$ cat config.mk
export PLATFORM = sky130hd
export DESIGN_NAME = uart_tx_cfg
export DESIGN_NICKNAME = d
export VERILOG_FILES = /design/src/rtl/uart_tx_cfg.sv
export SDC_FILE = /design/constraint.sdc
export NUM_CORES = 1
export LEC_CHECK = 0
export BUFFER_PORTS_ARGS = -buffer_cell sky130_fd_sc_hd__buf_4
export CAP_MARGIN = 20
export CORE_ASPECT_RATIO = 1.5
export CORE_MARGIN = 5
export CORE_UTILIZATION = 55
export DETAILED_ROUTE_END_ITERATION = 16
export PLACE_DENSITY = 0.76
export SKIP_CTS_REPAIR_TIMING = 1
export SYNTH_ARGS = -nofsm -noshare
export SYNTH_HDL_FRONTEND = slang
export SYNTH_SLANG_ARGS = --single-unit
export TNS_END_PERCENT = 30
$ cat constraint.sdc
create_clock -name sys_clk -period 3.45 [get_ports sys_clk]
set_input_delay 0.69 -clock sys_clk [delete_from_list [all_inputs] [get_ports sys_clk]]
set_output_delay 0.69 -clock sys_clk [all_outputs]
set_load 0.05 [all_outputs]
$ cat src/rtl/uart_tx_cfg.sv
// uart_tx_cfg -- configurable UART transmitter (start, DATA_BITS data LSB first,
// optional parity, STOP_BITS stop bits; one bit = CLK_FREQ/BAUD clocks).
// Build option UART_TX_FIFO_EN: define it to buffer writes in a FIFO_DEPTH-word
// FIFO; leave it undefined for a single holding register that is only writable
// while the line is idle.
module uart_tx_cfg #(
  parameter int BAUD       = 115200,
  parameter int CLK_FREQ   = 27_000_000,
  parameter int DATA_BITS  = 8,
  parameter int PARITY     = 0,
  parameter int STOP_BITS  = 1,
  parameter int FIFO_DEPTH = 16
) (
  input  logic                 sys_clk,
  input  logic                 sys_rst,
  input  logic [DATA_BITS-1:0] pi_data,
  input  logic                 pi_flag,
  output logic                 pi_ready,
  output logic                 tx,
  output logic                 busy,
  output logic                 tx_done
);

  localparam int            P         = CLK_FREQ / BAUD;
  localparam int            CW        = (P > 1) ? $clog2(P) : 1;
  localparam logic [CW-1:0] P_LAST    = CW'(P - 1);
  localparam logic [3:0]    LAST_DATA = 4'(DATA_BITS - 1);
  localparam logic [3:0]    LAST_STOP = 4'(STOP_BITS - 1);

  // Parameter legality, caught at elaboration rather than as a broken netlist.
  if (DATA_BITS < 5 || DATA_BITS > 9) begin : g_bad_data_bits
    $error("uart_tx_cfg: DATA_BITS must be in 5..9");
  end
  if (PARITY < 0 || PARITY > 2) begin : g_bad_parity
    $error("uart_tx_cfg: PARITY must be 0, 1 or 2");
  end
  if (STOP_BITS < 1 || STOP_BITS > 2) begin : g_bad_stop_bits
    $error("uart_tx_cfg: STOP_BITS must be 1 or 2");
  end
  if (FIFO_DEPTH < 2 || (FIFO_DEPTH & (FIFO_DEPTH - 1)) != 0) begin : g_bad_fifo_depth
    $error("uart_tx_cfg: FIFO_DEPTH must be a power of 2, at least 2");
  end
  if (P < 2) begin : g_bad_period
    $error("uart_tx_cfg: CLK_FREQ/BAUD must be at least 2");
  end

  typedef enum logic [2:0] {
    ST_IDLE,
    ST_START,
    ST_DATA,
    ST_PARITY,
    ST_STOP
  } state_e;

  state_e               state_q, state_d;
  logic [CW-1:0]        baud_q, baud_d;
  logic [3:0]           bit_q, bit_d;
  logic [DATA_BITS-1:0] data_q, data_d;
  logic                 tx_q, tx_d;
  logic                 rdy_q;

  logic                 bit_end;
  logic                 push;
  logic                 start_ok;      // a word may start a frame from IDLE
  logic                 next_pending;  // another word is ready at the end of STOP
  logic                 start_frame;
  logic [DATA_BITS-1:0] frame_word;
  logic [DATA_BITS-1:0] shifted;

  assign bit_end = (baud_q == P_LAST);
  assign push    = pi_flag && pi_ready;
  assign tx      = tx_q;
  assign busy    = (state_q != ST_IDLE);
  assign tx_done = (state_q == ST_STOP) && bit_end && (bit_q == LAST_STOP);

`ifdef UART_TX_FIFO_EN
  localparam int          AW      = $clog2(FIFO_DEPTH);
  localparam logic [AW:0] DEPTH_C = (AW + 1)'(FIFO_DEPTH);

  // The word on the line stays at the head until its tx_done, so a full FIFO
  // holds FIFO_DEPTH words including the one being sent.
  logic [DATA_BITS-1:0] mem_q [FIFO_DEPTH];
  logic [AW-1:0]        wr_ptr_q, rd_ptr_q, rd_next;
  logic [AW:0]          count_q, queued;
  logic                 queued_q;

  assign rd_next      = rd_ptr_q + AW'(1);
  assign queued       = count_q - {{AW{1'b0}}, busy};
  assign pi_ready     = rdy_q && (count_q != DEPTH_C);
  // Waiting words are seen one cycle late from IDLE, giving the k+2 start.
  assign start_ok     = queued_q;
  assign next_pending = (count_q > (AW + 1)'(1));
  assign frame_word   = busy ? mem_q[rd_next] : mem_q[rd_ptr_q];

  // NOTE: the storage array has no reset; count_q guards every read, so stale
  // entries are never used and the array can map onto plain RAM.
  // FIFO storage write port.
  always_ff @(posedge sys_clk) begin
    if (push) mem_q[wr_ptr_q] <= pi_data;
  end

  // FIFO pointers, occupancy and the registered "word waiting" flag.
  always_ff @(posedge sys_clk or posedge sys_rst) begin
    if (sys_rst) begin
      wr_ptr_q <= '0;
      rd_ptr_q <= '0;
      count_q  <= '0;
      queued_q <= 1'b0;
    end else begin
      if (push)    wr_ptr_q <= wr_ptr_q + AW'(1);
      if (tx_done) rd_ptr_q <= rd_next;
      case ({push, tx_done})
        2'b10:   count_q <= count_q + (AW + 1)'(1);
        2'b01:   count_q <= count_q - (AW + 1)'(1);
        default: count_q <= count_q;
      endcase
      queued_q <= (queued != '0);
    end
  end
`else
  logic [DATA_BITS-1:0] hold_q;
  logic                 pending_q;

  assign pi_ready     = rdy_q && (state_q == ST_IDLE) && !pending_q;
  assign start_ok     = pending_q;
  assign next_pending = pending_q;
  assign frame_word   = hold_q;

  // Holding register: keeps one accepted word until its frame starts.
  always_ff @(posedge sys_clk or posedge sys_rst) begin
    if (sys_rst) begin
      hold_q    <= '0;
      pending_q <= 1'b0;
    end else if (push) begin
      hold_q    <= pi_data;
      pending_q <= 1'b1;
    end else if (start_frame) begin
      pending_q <= 1'b0;
    end
  end
`endif

  // Next-state, bit timing and registered line value for the frame FSM.
  always_comb begin
    // NOTE: every signal written here gets a default first, so no path through
    // the case can leave one unassigned and infer a latch.
    state_d     = state_q;
    baud_d      = bit_end ? '0 : baud_q + CW'(1);
    bit_d       = bit_q;
    start_frame = 1'b0;
    unique case (state_q)
      ST_IDLE: begin
        baud_d = '0;
        bit_d  = '0;
        if (start_ok) begin
          state_d     = ST_START;
          start_frame = 1'b1;
        end
      end
      ST_START: begin
        if (bit_end) begin
          state_d = ST_DATA;
          bit_d   = '0;
        end
      end
      ST_DATA: begin
        if (bit_end) begin
          if (bit_q == LAST_DATA) begin
            state_d = (PARITY != 0) ? ST_PARITY : ST_STOP;
            bit_d   = '0;
          end else begin
            bit_d = bit_q + 4'd1;
          end
        end
      end
      ST_PARITY: begin
        if (bit_end) begin
          state_d = ST_STOP;
          bit_d   = '0;
        end
      end
      ST_STOP: begin
        if (bit_end) begin
          if (bit_q == LAST_STOP) begin
            bit_d = '0;
            if (next_pending) begin
              state_d     = ST_START;
              start_frame = 1'b1;
            end else begin
              state_d = ST_IDLE;
            end
          end else begin
            bit_d = bit_q + 4'd1;
          end
        end
      end
      default: state_d = ST_IDLE;
    endcase

    data_d  = start_frame ? frame_word : data_q;
    shifted = data_d >> bit_d;
    case (state_d)
      ST_START:  tx_d = 1'b0;
      ST_DATA:   tx_d = shifted[0];
      ST_PARITY: tx_d = (PARITY == 1) ? ~^data_d : ^data_d;
      default:   tx_d = 1'b1;
    endcase
  end

  // NOTE: state registers use non-blocking assignments so each one samples the
  // pre-edge values of the others regardless of evaluation order.
  // State register, counters, frame data, line driver and ready release.
  always_ff @(posedge sys_clk or posedge sys_rst) begin
    if (sys_rst) begin
      state_q <= ST_IDLE;
      baud_q  <= '0;
      bit_q   <= '0;
      data_q  <= '0;
      tx_q    <= 1'b1;
      rdy_q   <= 1'b0;
    end else begin
      state_q <= state_d;
      baud_q  <= baud_d;
      bit_q   <= bit_d;
      data_q  <= data_d;
      tx_q    <= tx_d;
      rdy_q   <= 1'b1;
    end
  end

endmodule
==> reports/metrics.yaml, run 1 <==
fmax_ghz: 0.3348
critPathKind: "reg2reg"
nNetsFinal: 198
grt_pass1_wl_mm: 5.858
place_hpwl_mm: 2.549
synth_warnings: 0
yosysSeqAreaShare: 0.4642
initial_core_util: 0.5753
worst_slack_ns: 0.4631
rows: 25
drive_gt1_frac: 0.2717
dr.pass1.iters: 4
clock_path_buffers: 2
final_antenna_net_count: 0
grt_pass1_vias: 1367
start_kind: "register"
synth-seq-cells: 34
grt_use_total: 0.1623
dp.cells: 216
fin_crit_ns: 2.987
grt_max_degree: 35
fin_setup_tns_ns: 0
powerDensity_mw_per_mm2: 340.6
cts_root_buf: "clkbuf_8"
crit_chain: "inv_1 > ha_1 > nor3b_1 > inv_1 > o21ai_0 > nand3_1 > o21ai_0 > nor2_1 > a31oi_1 > o31ai_4"
clk_pin_slew_ns: 0.07
vias_per_cell: 5.879
maxSlewViolCount: 0
ys.flop_type: "dfrtp_1"
fin_cells: 224
diodes: 0
syn_nets: 179
fin_skew_ns: 0.005545
grt_setup_unrepaired: "no"
die-width_um: 57.17
drt_iter0_drc: 56
slew-limit-headroom: 0.6019
tritoncts: "yes"
synth.distinct_cells: 43
clock_sinks: 34
io_buffer_count: 14
peakVddDrop_mv: 0.3586
cts_inserted_buffers: 5
setup_viol: 0
antenna_found_initial: 0
cp_top_family: "simple AND/OR/NAND/NOR gates"
synth_area_mm2: 0.001836
worstPathRequired_ns: 3.64
grtUsageMet1: 0.1711
cp.arrival_ns: 3.18
finalCritPeriodShare: 0.8658
synth_edf_count: 0
yosysTopAreaCell: "dfrtp_1"
busiest_layer: "met2"
drc_errors: 0
final_util: 0.6506
drv_cap: 0
wirelength_mm: 3.403
status: "finished clean"
cp.buffers_inverters: 2
core_area_mm2: 0.003191
ios: 15
overflow: 0
post_drt_wl_per_cell_um: 15.19
grtUsageMet3: 0.04610
synthTopCellsByArea: "dfrtp_1 (45%), mux2_2 (11%), xnor2_1 (6.7%), ha_1 (2.7%), nand2_1 (2.7%)"
tightestPinTransition_ns: 0.5954
final-hold-violation-count: 0
synth_top_area_frac: 0.4499
syn_area_per_cell_um2: 11.19
synthArstFlopShare: 1.000
finalHoldWorstSlack_ns: 0.5048
insertion_delay_ns: 0.27
vias: 1317
dp_slack_ns: 0.4694
hold_path_class: "in2async"
grtUsageMet2: 0.2952
cts_max_level: 2
crit_fanout: 13
syn_inst: 164
max_stage_delay_ns: 0.49
leakage_uw: 0.0009743
cp-end-kind: "register"
fp.dieH_um: 80.75
gp_congestion: 0.8530
dieArea_mm2: 0.004616
area_growth_pct: 13.09
worst_path_max_delay_cell: "nand3_1"
## registers in the layout (all words and copies together) (netlist names)
register	flops
baud_q	8
tx	1
bit_q	4
next_pending	1
frame_word	8
data_q	8
rdy_q	1
state_q	3
## metal layers
| layer | routed length (um) | part of all wire | up-vias |
|---|---|---|---|
| met5 | 0 | 0 | - |
| met4 | 98 | 0.029 | 0 |
| met3 | 151 | 0.044 | 11 |
| met2 | 1844 | 0.54 | 46 |
| met1 | 1308 | 0.38 | 649 |
| li1 | - | - | 611 |
## where the power goes
part / leakage, uW / switching (uW) / internal (uW) / total (uW)
sequential: 0.000454 / 0.104 / 399 / 399
combinational: 0.000472 / 8.76 / 8.09 / 16.8
clock: 0.0000482 / 130 / 161 / 291
## cells in the final DEF, fill, tap and decap left out, types with 3 or more instances in the layout
cell / n
xnor2_1: 14
mux2_2: 18
nand3_1: 8
xor2_1: 4
a21oi_1: 4
buf_4: 15
nor2_1: 11
inv_1: 7
clkbuf_8: 6
ha_1: 4
dfrtp_1: 33
nand2_1: 13
and3_1: 3
o21ai_0: 8
## synth_stat cells, types with 2 or more instances
cell,instances
or3_1,2
inv_1,7
mux2_1,2
mux2_2,18
a31oi_1,2
and3_1,3
xor2_1,4
dfrtp_1,33
mux2i_1,2
nand3_1,8
a21oi_1,4
nor2_1,11
nand2_1,13
xnor2_1,14
nor3b_1,2
buf_2,2
o21ai_0,8
ha_1,4
## final cells by class
cell class	count	area, um^2
flip-flops and latches	34	852.1
multi-input cells	120	943.4
well taps	40	50.05
clock inverters	1	5.005
clock buffers	7	86.33
repair buffers	15	112.6
fillers	263	1115
inverters	7	26.28
## final timing paths
kind | start | to | slack, ns | cells after the start
worst min-delay path | sys_rst | baud_q[6] | 0.50 | 3
worst max-delay path | bit_q[0] | tx | 0.46 | 10
worst min register to register | baud_q[0] | baud_q[0] | 0.51 | 1
min in group sys_clk | baud_q[0] | baud_q[0] | 0.51 | 1
max in group asynchronous | sys_rst | tx | 2.62 | 3
worst max register to register | bit_q[0] | tx | 0.46 | 10
## logic make-up (layout without fill, tap and decap cells)
group                      Yosys count  in the layout  share of synthesized area
adders and majority gates            4              4                    0.02727
xor gates and xnor gates            18             18                    0.08589
DFF                                 34             34                     0.4642
buffers and inverters               10             30                    0.02181
muxes                               23             23                     0.1418
AOI/OAI and AO/OA                   25             25                     0.1200
other                                1              1                   0.002043
and+or+nand+nor                     49             49                     0.1370
## per-stage QoR
| stage | total power, uW | instance area (um^2) |
|---|---|---|
| floorplan | 413.0 | 1836 |
| global placement | 423.8 | 1984 |
| detailed placement | 424.5 | 1984 |
| CTS | 714.3 | 2076 |
| global route | 741.3 | 2076 |
| finish | 707.0 | 2076 |
## worst register-to-register path, cell delays in order, from the launching register on
cell     delay (ns)
dfrtp_1        0.46
inv_1          0.09
ha_1           0.13
nor3b_1        0.47
inv_1          0.11
o21ai_0        0.26
nand3_1        0.49
o21ai_0        0.42
nor2_1         0.11
a31oi_1        0.26
o31ai_4        0.11
No activity file was read; power rests on OpenSTA's default activity.
==> run 2, diff against run 1 <==
--- a/config.mk
+++ b/config.mk
@@ -11,5 +11,5 @@
 export CORE_MARGIN = 5
-export CORE_UTILIZATION = 55
+export CORE_UTILIZATION = 40
 export DETAILED_ROUTE_END_ITERATION = 16
-export PLACE_DENSITY = 0.76
+export PLACE_DENSITY = 0.59
 export SKIP_CTS_REPAIR_TIMING = 1
==> constraint.sdc (replaced) <==
create_clock -name sys_clk -period 3.8 [get_ports sys_clk]
set_input_delay 0.57 -clock sys_clk [delete_from_list [all_inputs] [get_ports sys_clk]]
set_output_delay 0.57 -clock sys_clk [all_outputs]
set_load 0.05 [all_outputs]
==> run 2 against run 1 <==
Net effect:
- hold slack lost 0.13 ns
- global-route usage shrank 3.7 points
- critical path depth is the same
- setup slack gained 0.42 ns
- total power shrank 9.3%
- clock skew shrank 0.00099 ns
- routed wire length shrank 2.7%
- cell count grew 4.0%
- largest power group unchanged
==> reports/metrics.yaml, run 2 (same netlist as run 1, synthesis figures left out) <==
status: "finished clean"
cts_root_buf: "clkbuf_8"
fin_crit_ns: 2.920
internal-power_uw: 515.8
finalCritPeriodShare: 0.7684
wl_met1_mm: 1.409
initial_core_util: 0.4075
slew-limit-headroom: 0.5921
start_kind: "register"
cp-end-kind: "register"
ios: 15
drive_gt1_frac: 0.2757
final_antenna_net_count: 0
clockPowerShare: 0.410
critPathKind: "reg2reg"
p_comb_frac: 0.024
diodes: 0
final_area_mm2: 0.002093
dp_slack_ns: 0.8769
dr.pass1.iters: 3
grt_pass1_wl_mm: 5.878
place_hpwl_mm: 2.583
rows: 30
fillers: 435
drv_cap: 0
p_switching_uw: 125.2
tightestPinTransition_ns: 0.6101
clock_sinks: 34
worst_slack_ns: 0.8800
wl_met2_mm: 1.717
setup_viol: 0
cp.arrival_ns: 3.11
grt_use_total: 0.1253
leakage_uw: 0.0009784
fin_setup_tns_ns: 0
clock_path_buffers: 2
cts_inserted_buffers: 5
peakVddDrop_mv: 0.2481
fp.dieH_um: 92.97
fmax_ghz: 0.3425
p_seq_frac: 0.566
area_growth_pct: 14.04
drt_iter0_drc: 36
worstPathRequired_ns: 3.99
finalHoldWorstSlack_ns: 0.3785
cts_max_level: 2
grt_pass1_vias: 1301
wirelength_mm: 3.311
vias_per_cell: 5.429
insertion_delay_ns: 0.28
crit_fanout: 13
final_cell_mix: "dfrtp_1 (33), mux2_2 (18), buf_4 (16), xnor2_1 (14), nand2_1 (13)"
placed_area_mm2: 0.002002
grt_max_degree: 35
post_drt_wl_per_cell_um: 14.21
io_buffer_count: 14
maxSlewViolCount: 0
hold_path_class: "in2async"
tritoncts: "yes"
final_common_cell: "dfrtp_1"
power.share.switching: 0.1953
overflow: 0
drc_errors: 0
nNetsFinal: 199
top_layer: "met4"
grt_setup_unrepaired: "no"
dieArea_mm2: 0.006072
die-width_um: 65.31
antenna_found_initial: 0
powerDensity_mw_per_mm2: 306.2
wl_met3_um: 116
gp_congestion: 0.8156
final-hold-violation-count: 0
fin_skew_ns: 0.004556
clk_pin_slew_ns: 0.06
vias: 1265
core_area_mm2: 0.004504
[run 2: cell types whose count changed in the layout (fill, tap and decap cells not counted), sizes merged]
cell / delta
buf: +1
[run 2: per-stage QoR]
| step | std cells | power [uW] | utilization |
|---|---|---|---|
| after floorplan | 164 | 374.9 | - |
| final | 233 | 641.0 | 0.4647 |
| after detailed placement | 225 | 385.6 | 0.4444 |
| after global routing | 233 | 673.6 | 0.4647 |
| after global placement | 225 | 385.0 | 0.4444 |
| after CTS | 233 | 655.9 | 0.4647 |
[run 2: layout make-up]
type | instances | area (um^2) | area share
clock buffers | 7 | 86.33 | 0.04124
multi-input cells | 120 | 943.4 | 0.4507
inverters | 7 | 26.28 | 0.01255
repair buffers | 16 | 120.1 | 0.05738
clock inverters | 1 | 5.005 | 0.002391
well taps | 48 | 60.06 | 0.02869
flip-flops and latches | 34 | 852.1 | 0.4071
[run 2: final timing paths]
| path | depth (start not counted) | to | slack (ns) | startpoint |
|---|---|---|---|---|
| max in group asynchronous | 3 | tx | 3.10 | sys_rst |
| min in group sys_clk | 1 | baud_q[0] | 0.50 | baud_q[0] |
| setup reg to reg | 10 | tx | 0.88 | bit_q[0] |
| setup / recovery | 10 | tx | 0.88 | bit_q[0] |
| hold / removal | 3 | baud_q[0] | 0.38 | sys_rst |
| hold reg to reg | 1 | baud_q[0] | 0.50 | baud_q[0] |
[run 2: worst max-delay path, stage by stage (launching register included)]
cell and delay (ns):
dfrtp_1 0.45, inv_1 0.09, ha_1 0.13, nor3b_1 0.46, inv_1 0.11, o21ai_0 0.24
nand3_1 0.49, o21ai_0 0.43, nor2_1 0.10, a31oi_1 0.25, o31ai_4 0.10
[run 2: power by group through the flow]
| stage | Combinational, uW | Clock (uW) | Sequential (uW) |
|---|---|---|---|
| floorplan | 5.66 | 0 | 369 |
| global placement | 15.7 | 0 | 369 |
| detailed placement | 16.2 | 0 | 369 |
| CTS | 16.2 | 277 | 363 |
| global route | 17.6 | 294 | 362 |
| finish | 15.1 | 263 | 363 |
[run 2: metal layers]
metal,global-route usage,vias to the layer above
met5,0,-
met4,0.06747,0
met3,0.03762,6
met2,0.2046,17
met1,0.1444,622
li1,-,620
==> run 3, diff against run 2 <==
PLACE_DENSITY = 0.61   (was 0.59)
clock period = 2.65 ns   (was 3.8 ns; I/O delays follow)
==> run 3 against run 2 <==
Net effect:
- setup slack lost 0.75 ns
- sequential share of layout area is 1.1 points lower
- utilization increased by 1.3 points
- hold slack lost 0.25 ns
- critical path depth fell by 1
- register-to-register slack lost 0.75 ns
- clock skew increased by 0.0061 ns
- maximum frequency rose by 16%
- largest power group unchanged
- highest routed layer unchanged
==> reports/metrics.yaml, run 3 (same netlist as run 1, synthesis figures left out) <==
setup_viol: 0
clk_pin_slew_ns: 0.07
grt_use_total: 0.1321
insertion_delay_ns: 0.28
max_stage_delay_ns: 0.40
final_antenna_net_count: 0
vias: 1295
grt_pass1_vias: 1364
crit_fanout: 5
clock_path_buffers: 2
rows: 30
fin_setup_tns_ns: 0
core_area_mm2: 0.004504
worst_path_max_delay_cell: "dfrtp_1"
place_hpwl_mm: 2.873
finalCritPeriodShare: 0.9516
cp.arrival_ns: 2.72
vias_per_cell: 5.441
crit_chain: "ha_1 > and3b_1 > o32ai_4 > a41oi_2 > a31oi_4 > mux2_1 > o221ai_1 > mux2_4 > o31ai_4"
cp.buffers_inverters: 0
antenna_found_initial: 0
wirelength_mm: 3.598
final-hold-violation-count: 0
nNetsFinal: 204
final_common_cell: "dfrtp_1"
grt_setup_unrepaired: "no"
drt_iter0_drc: 36
start_kind: "register"
fillers: 422
cp-end-kind: "register"
cts_inserted_buffers: 5
die-width_um: 65.31
final_cell_mix: "dfrtp_1 (33), buf_4 (21), mux2_2 (18), xnor2_1 (14), nand2_1 (13)"
leakage_uw: 0.001003
fin_skew_ns: 0.01065
fin_crit_ns: 2.522
drive_gt1_frac: 0.3158
cts_max_level: 2
diodes: 0
worstPathRequired_ns: 2.85
gp_congestion: 0.9164
clockPowerShare: 0.421
critPathKind: "reg2reg"
cts_root_buf: "clkbuf_8"
grt_pass1_wl_mm: 6.168
drc_errors: 0
p_comb_frac: 0.024
initial_core_util: 0.4075
cp_top_family: "compound AO/OA/AOI/OAI gates"
area_growth_pct: 17.18
fp.dieH_um: 92.97
peakVddDrop_mv: 0.2848
dp_slack_ns: 0.07767
final-seq-area_um2: 852.1
clock_sinks: 34
overflow: 0
maxSlewViolCount: 0
p_seq_frac: 0.556
multi_input_area_um2: 959.7
hold_path_class: "in2async"
fmax_ghz: 0.3965
power.share.switching: 0.2102
powerDensity_mw_per_mm2: 434.9
dieArea_mm2: 0.006072
drv_cap: 0
p_switching_uw: 196.6
tritoncts: "yes"
post_drt_wl_per_cell_um: 15.12
dr.pass1.iters: 4
grt_max_degree: 23
io_buffer_count: 14
status: "finished clean"
ios: 15
fin_cells: 238
final_util: 0.4775
dp.cells: 230
internal-power_uw: 738.8
worst_slack_ns: 0.1281
## run 3: power groups by stage
stage                     logic, uW  clock network (uW)  registers, uW
after floorplan                8.18                   0            530
after global placement         21.9                   0            530
after detailed placement       23.4                   0            530
after CTS                      23.4                 406            520
after global routing           25.7                 440            519
final                          22.1                 394            520
## run 3: per-stage QoR
stage	total power (uW)	hold WS (ns)	instance area, um^2
2_1_floorplan	537.7	0.4744	1841
3_3_place_gp	551.5	0.4360	2044
3_5_place_dp	553.0	0.4495	2044
4_1_cts	949.0	0.1414	2140
5_1_grt	984.7	0.1691	2151
6_report	935.4	0.1252	2151
## run 3: metal layers
layer | up-vias | part of all wire | track usage
li1 | 630 | - | -
met1 | 623 | 0.38 | 0.1392
met2 | 28 | 0.54 | 0.2333
met3 | 14 | 0.034 | 0.02913
met4 | 0 | 0.046 | 0.07958
met5 | - | 0 | 0
## run 3: layout make-up
| class | instances | area share |
|---|---|---|
| inverters | 7 | 0.01222 |
| multi-input cells | 120 | 0.4462 |
| flip-flops and latches | 34 | 0.3962 |
| well taps | 48 | 0.02792 |
| clock buffers | 6 | 0.03839 |
| repair buffers | 21 | 0.07330 |
| clock inverters | 2 | 0.005817 |
## run 3: path summary, 6_finish.rpt
kind	slack (ns)	cells past startpoint	startpoint	end
max	0.13	9	bit_q[0]	tx
min	0.13	2	sys_rst	baud_q[3]
max reg2reg	0.13	9	bit_q[0]	tx
min reg2reg	0.53	1	baud_q[0]	baud_q[0]
max in group asynchronous	1.80	3	sys_rst	tx
min in group sys_clk	0.34	2	pi_data[4]	frame_word[4]
## run 3: worst reg2reg max path, cell delays in order (launching register included)
cell      delay [ns]
dfrtp_1         0.40
ha_1            0.25
and3b_1         0.23
o32ai_4         0.31
a41oi_2         0.20
a31oi_4         0.26
mux2_1          0.35
o221ai_1        0.18
mux2_4          0.21
o31ai_4         0.05
